===== src/rtl/uart_tx_queue.sv =====
`timescale 1ns/1ps
`default_nettype none
// ============================================================================
// uart_tx_queue : byte FIFO feeding a UART transmitter via send/donetx
// Revision      : 1.0
// ============================================================================
module uart_tx_queue #(
  parameter int DEPTH   = 16,
  parameter int TIMEOUT = 4096
) (
  input  logic                   clk,
  input  logic                   rst,
  input  logic                   wr_en,
  input  logic [7:0]             wr_data,
  output logic                   full,
  output logic                   empty,
  output logic [$clog2(DEPTH):0] count,
  output logic                   overflow,
  output logic                   send,
  output logic [7:0]             dintx,
  input  logic                   donetx,
  output logic                   busy,
  output logic                   timeout_err
);

  localparam int AW = $clog2(DEPTH);
  localparam int TW = $clog2(TIMEOUT) + 1;
  localparam logic [TW-1:0] C_TMAX     = TW'(TIMEOUT - 1);
  localparam logic [AW:0]   C_FULL_CNT = (AW + 1)'(DEPTH);

  typedef enum logic [1:0] {
    IDLE = 2'd0,
    SEND = 2'd1,
    GAP  = 2'd2
  } state_t;

  state_t        state_q, state_d;
  logic          meta_q, meta_d;
  logic          sync_q, sync_d;
  logic          prev_q, prev_d;
  logic [AW-1:0] wr_ptr_q, wr_ptr_d;
  logic [AW-1:0] rd_ptr_q, rd_ptr_d;
  logic [AW:0]   count_q, count_d;
  logic          overflow_q, overflow_d;
  logic          send_q, send_d;
  logic [7:0]    dintx_q, dintx_d;
  logic [TW-1:0] timer_q, timer_d;
  logic          terr_q, terr_d;
  logic [7:0]    mem_q [DEPTH];

  logic w_rise;
  logic w_pop;
  logic w_full;
  logic w_wr_acc;

  always_comb begin
    meta_d     = donetx;
    sync_d     = meta_q;
    prev_d     = sync_q;
    w_rise     = sync_q & ~prev_q;
    w_full     = (count_q == C_FULL_CNT);
    // A pop only ever happens from IDLE, so a full FIFO may accept a write then
    w_pop      = (state_q == IDLE) && (count_q != '0);
    w_wr_acc   = wr_en && (!w_full || w_pop);
    overflow_d = wr_en && w_full && !w_pop;

    wr_ptr_d = wr_ptr_q;
    rd_ptr_d = rd_ptr_q;
    count_d  = count_q;
    if (w_wr_acc) begin
      wr_ptr_d = wr_ptr_q + AW'(1);
    end
    if (w_pop) begin
      rd_ptr_d = rd_ptr_q + AW'(1);
    end
    if (w_wr_acc && !w_pop) begin
      count_d = count_q + (AW + 1)'(1);
    end else if (!w_wr_acc && w_pop) begin
      count_d = count_q - (AW + 1)'(1);
    end

    state_d = state_q;
    send_d  = send_q;
    dintx_d = dintx_q;
    timer_d = timer_q;
    terr_d  = 1'b0;
    case (state_q)
      IDLE: begin
        if (w_pop) begin
          dintx_d = mem_q[rd_ptr_q];
          send_d  = 1'b1;
          timer_d = '0;
          state_d = SEND;
        end
      end
      SEND: begin
        if (w_rise) begin
          send_d  = 1'b0;
          state_d = GAP;
        end else if (timer_q == C_TMAX) begin
          send_d  = 1'b0;
          terr_d  = 1'b1;
          state_d = GAP;
        end else begin
          timer_d = timer_q + TW'(1);
        end
      end
      GAP: begin
        // Transmitter must release donetx before the next byte is offered
        if (!sync_q) begin
          state_d = IDLE;
        end
      end
      default: state_d = IDLE;
    endcase
  end

  always_ff @(posedge clk) begin
    if (rst) begin
      state_q    <= IDLE;
      meta_q     <= 1'b0;
      sync_q     <= 1'b0;
      prev_q     <= 1'b0;
      wr_ptr_q   <= '0;
      rd_ptr_q   <= '0;
      count_q    <= '0;
      overflow_q <= 1'b0;
      send_q     <= 1'b0;
      dintx_q    <= 8'h00;
      timer_q    <= '0;
      terr_q     <= 1'b0;
    end else begin
      state_q    <= state_d;
      meta_q     <= meta_d;
      sync_q     <= sync_d;
      prev_q     <= prev_d;
      wr_ptr_q   <= wr_ptr_d;
      rd_ptr_q   <= rd_ptr_d;
      count_q    <= count_d;
      overflow_q <= overflow_d;
      send_q     <= send_d;
      dintx_q    <= dintx_d;
      timer_q    <= timer_d;
      terr_q     <= terr_d;
    end
  end

  always_ff @(posedge clk) begin
    if (!rst && w_wr_acc) begin
      mem_q[wr_ptr_q] <= wr_data;
    end
  end

  assign full        = w_full;
  assign empty       = (count_q == '0);
  assign count       = count_q;
  assign overflow    = overflow_q;
  assign send        = send_q;
  assign dintx       = dintx_q;
  assign busy        = (state_q != IDLE);
  assign timeout_err = terr_q;

endmodule
`default_nettype wire

===== config.mk =====
export PLATFORM = sky130hd
export DESIGN_NAME = uart_tx_queue
export DESIGN_NICKNAME = d
export VERILOG_FILES = /design/src/rtl/uart_tx_queue.sv
export SDC_FILE = /design/constraint.sdc
export NUM_CORES = 1
export LEC_CHECK = 0
export CAP_MARGIN = 10
export CORE_MARGIN = 2
export CORE_UTILIZATION = 50
export CTS_CLUSTER_SIZE = 40
export DETAILED_ROUTE_END_ITERATION = 7
export MAX_ROUTING_LAYER = met4
export PLACE_DENSITY = 0.68
export SETUP_SLACK_MARGIN = 0.2
export SLEW_MARGIN = 20
export SYNTH_ARGS = -nofsm -noshare
export SYNTH_HDL_FRONTEND = slang
export SYNTH_SLANG_ARGS = --single-unit

===== constraint.sdc =====
create_clock -name clk -period 3.3 [get_ports clk]
set_input_delay 0.33 -clock clk [delete_from_list [all_inputs] [get_ports clk]]
set_output_delay 0.33 -clock clk [all_outputs]
set_load 0.02 [all_outputs]

# == Word level (Yosys, flattened, before mapping) ==
# Memories as Yosys holds them, arrays and structs flattened. A register that Yosys moved wholly into a read port is not among the register bits.
# Index checks and enable logic that the tools add are counted.
# word_totals
ram_bits,128
mem_count,1
wordCells,70
register_bits,34
out_inout_bits,19
in_bits,12
# classes
eq_ne,9
n_reduce_logical,23
bitwise_logic,3
n_mux,18
n_addsub,5
# mem_list
memory,depth,width,read_ports,rd_ports_with_merged_regs,write_ports,line_no,text
mem_q,16,8,1,1,1,49,logic [7:0] mem_q [DEPTH];
# op_table
operator,n
$mux W13,3
$pmux W13 S2,1
$add A13 B1 Y13 const B,1
$eq A13 B12 Y1 const B,1
$mux W5,2
$add A4 B1 Y4 const B,2
$mux W2,4
$ne A2 B2 Y1 const B,4
$logic_and A1 B1 Y1,7
$mux W1,6
$pmux W2 S3,1
$reduce_and A3 Y1,2
$reduce_bool A2 Y1,3
$add A5 B1 Y5 const B,1
$eq A5 B5 Y1 const B,1
$logic_not A5 Y1,1
$reduce_bool A5 Y1,1
$sub A5 B1 Y5 const B,1
$logic_not A1 Y1,4
$reduce_and A4 Y1,1
$ne A3 B3 Y1 const B,1
$reduce_or A3 Y1,1
$eq A2 B1 Y1 const B,1
$eq A2 B2 Y1 const B,1
6 further kinds,7

# == Logic depth before layout (Yosys ltp) ==
# Gate-level depths: netlist of run 1.
# logic_depth
ltp_word,8
depth_mapped,12
mapped_depth_nobuf,11

# == Worst setup path after synthesis of run 1 ==
# No wires, ideal clock.
# synth_path
path_kind,flip-flop to flip-flop
from,"reg count_q[0], in the netlist count[0]"
to,"reg count_q[4], in the netlist count[4]"
t_required_ns,3.179
stages_incl_launch_ff,12
setup_ns,0.121
period_less_slack_ns,2.918
n_path_buf,1
arrival_ns,2.797
setup_slack_ns,0.382
path_cell_list,dfxtp_1 > nor4_4 > a21oi_4 > inv_2 > buf_2 > ha_1 > inv_1 > fa_1 > a21o_1 > a21oi_1 > mux2i_1 > mux2_2
# synth_between
elab_chain_cells,7
elab_cells_between_ends,15
cone_classes,2 x add/sub; 1 x eq/ne; 2 x mux; 10 x reduce/logical
# synth_lines
item,line_no,text
start: declaration,43,"logic [AW:0] count_q, count_d;"
start signal: assignment,139,count_q <= count_d;
"parallel branches: the longest is 7 deep, another holds $sub A5 B1 Y5",n/a,
# Parallel ways; which one is timed is not known. The select of a mux whose other input is x is not followed.
# A chain may end at the register's enable or synchronous reset.

# == Worst setup path after layout of run 1 ==
# Ends and elaborated chain as after synthesis.

==> results of run 1 <==
## power by group through the flow
stage	Combinational (W)	Sequential, W	Clock (W)
after floorplan	0.000965	0.00264	0
after global placement	0.00142	0.00261	0
after detailed placement	0.00145	0.00261	0
after CTS	0.00146	0.00257	0.00203
after global routing	0.00157	0.00259	0.00211
final	0.00143	0.00257	0.00197
## registers in the layout, indices dropped and copies added (netlist names)
name / count
send: 1
rd_ptr_q: 4
wr_ptr_q: 4
state_q: 2
overflow: 1
dintx: 8
count: 5
timeout_err: 1
timer_q: 13
mem_q: 128
meta_q: 1
prev_q: 1
prev_d: 1
## layer usage
layer  share of wire  track usage  up-vias
met3           0.049      0.05780       18
li1                -            -     1800
met5               0            -        -
met1            0.44       0.2730     1954
met4           0.016      0.05891        0
met2            0.50       0.3230      104
## logic make-up after synthesis
group | synth area share
multiplexers | 0.1350
AO/OA/AOI/OAI | 0.05527
XOR/XNOR | 0.01141
flip-flops | 0.6784
buffers and inverters | 0.01957
AND/OR/NAND/NOR | 0.07936
adder cells (fa/ha/maj) | 0.02102
## worst paths after layout
path | from | end | slack (ps) | cells after the start
setup / recovery | count[0] | count[4] | 440 | 10
setup reg to reg | count[0] | count[4] | 440 | 10
hold reg to reg | meta_q | prev_d | 470 | 1
hold / removal | donetx | meta_q | 460 | 2
## cells in the mapped netlist, types with 2 or more instances
library cell	n
inv_1	8
nor2_1	35
nor3_1	8
buf_1	2
or4_4	2
nand4_1	2
mux4_2	32
mux2i_1	20
edfxtp_1	128
inv_2	3
nand2_1	12
o211ai_1	3
xnor2_1	5
nand3_1	15
and3_1	2
clkbuf_1	8
o21ai_0	4
ha_1	10
a21o_1	2
nor4_1	4
buf_2	9
a21oi_1	9
a31oi_1	17
o221ai_1	8
nand2b_1	8
xor2_1	4
dfxtp_1	42
nor2b_1	5
## metrics by stage
step           hold slack [ps]  utilization  total power, W
6_report                 463.1       0.6059        0.005980
2_1_floorplan            413.8            -        0.003601
5_1_grt                  445.4       0.6059        0.006271
4_1_cts                  444.1       0.6059        0.006051
3_5_place_dp             457.5       0.5618        0.004060
3_3_place_gp             436.1       0.5618        0.004028
## final cells by class
type	instances	area, um2
multi-input combinational	230	2086
inverter	11	41.29
timing repair buffer	52	465.4
clock buffer	18	429.2
sequential	170	4686
fill	980	5260
clock inverter	14	160.2
tap	176	220.2
## worst max-delay path, cell delays in order (launching register included)
cell	delay [ps]
dfxtp_1	400
nor4_4	480
a21oi_4	160
inv_2	90
ha_1	160
inv_1	110
fa_1	420
a21o_1	200
a21oi_1	180
mux2i_1	220
mux2_2	340
==> flow_summary.json, run 1 <==
{
  "synth.top_cells.by_area": "edfxtp_1 56%, dfxtp_1 12%, mux4_2 10%, mux2i_1 2.9%, nor2_1 1.9%",
  "clock_sinks": 170,
  "vias": 3876,
  "fin_crit_sh": 0.8661,
  "layout-drive-gt1-share": 0.2061,
  "dp_hpwl_um": 8521,
  "grt_start_max_net_pins": 36,
  "antennaDiodeCount": 0,
  "required_ps": 3620,
  "synthArstFlopShare": 0,
  "finClkSkew_ps": 7.814,
  "synth_area_mm2": 0.006905,
  "drtAntennaViolNets": 0,
  "hold_violations": 0,
  "combPwrFrac": 0.240,
  "drc": 0,
  "peakVddDrop_mv": 0.5945,
  "h-tree-depth": 4,
  "core_mm2": 0.01335,
  "fin_crit_ps": 2858,
  "floorplan.initialDensity": 0.5173,
  "seq_area_frac_synth": 0.6784,
  "power_frac_clock": 0.330,
  "drt_first_pass_iters": 4,
  "power.density_mw_per_mm2": 739.4,
  "cts_buffers": 17,
  "setup_tns_ps": 0,
  "internal_power_w": 0.004236,
  "hold_class": "in -> reg",
  "maxCapViolCount": 0,
  "io_pins": 31,
  "area.growth.synth_to_final_pct": 17.12,
  "swShare": 0.2917,
  "p_sw_w": 0.001744,
  "finalInstanceArea_mm2": 0.008088,
  "wl_per_cell_um": 20.27,
  "grtUsageTotal": 0.2082,
  "path_max_fanout": 7,
  "syn_inst": 431,
  "synth_top_area_frac": 0.5566,
  "syn_avg_cell_area_um2": 16.02,
  "drt-total-wl_um": 13600,
  "most-common-layout-cells": "128 x edfxtp_1, 41 x dfxtp_1, 35 x nor2_1",
  "rsz0062_at_grt": "false",
  "cp-end-kind": "flip-flop",
  "slew_headroom": 0.3127,
  "drt-initial-drc-count": 449,
  "io_buffer_count": 30,
  "fmax_mhz": 349.9,
  "setup_viol": 0,
  "dpl_cell_area_mm2": 0.007498,
  "cts_tree": "done",
  "cts_root_buf": "clkbuf_16",
  "synth_nets": 454,
  "gp_congestion": 0.8438,
  "setup_ws_ps": 441.9,
  "yosysTopAreaCell": "edfxtp_1",
  "postCtsSetupRepairBufs": 0,
  "clockBufferDepth": 2,
  "synth_edf_count": 128,
  "dp.cells": 639,
  "synth_flop_cell": "edfxtp_1",
  "clkTransAtPathRegs_ps": 60,
  "fin_cells": 671,
  "std_cell_rows": 42,
  "status": "finished, final reports clean",
  "leakage_nw": 2.659,
  "grt_pass1_wl_um": 21760,
  "cts_resized": 0,
  "pre_cts_ws_ps": 409.8,
  "crit_arrival_ps": 3170,
  "synth_warnings": 0,
  "die_w_um": 121.5,
  "die_h_um": 121.5,
  "seq_power_share": 0.430,
  "clk_latency_ps": 430,
  "startpoint_type": "flip-flop",
  "antenna_found_initial": 0,
  "ctsHoldBuffers": 0,
  "crit_type": "reg -> reg",
  "nNetsFinal": 505,
  "synth.distinct_cells": 52,
  "synth-seq-cells": 170,
  "report.final.slew_viol_count": 0,
  "die_area_mm2": 0.01477,
  "grt_pass1_vias": 3888,
  "final_common_cell": "edfxtp_1",
  "overflow": 0,
  "vias_per_cell": 5.776,
  "worst_pin_slew_ps": 1030
}
Note: power is estimated with default switching activity, not from simulation.
==> run 2, diff against run 1 <==
- GPL_ROUTABILITY_DRIVEN: not set -> 1
==> results of run 2 <==
No change in the layout: final DEF, timing and power equal those of run 1.
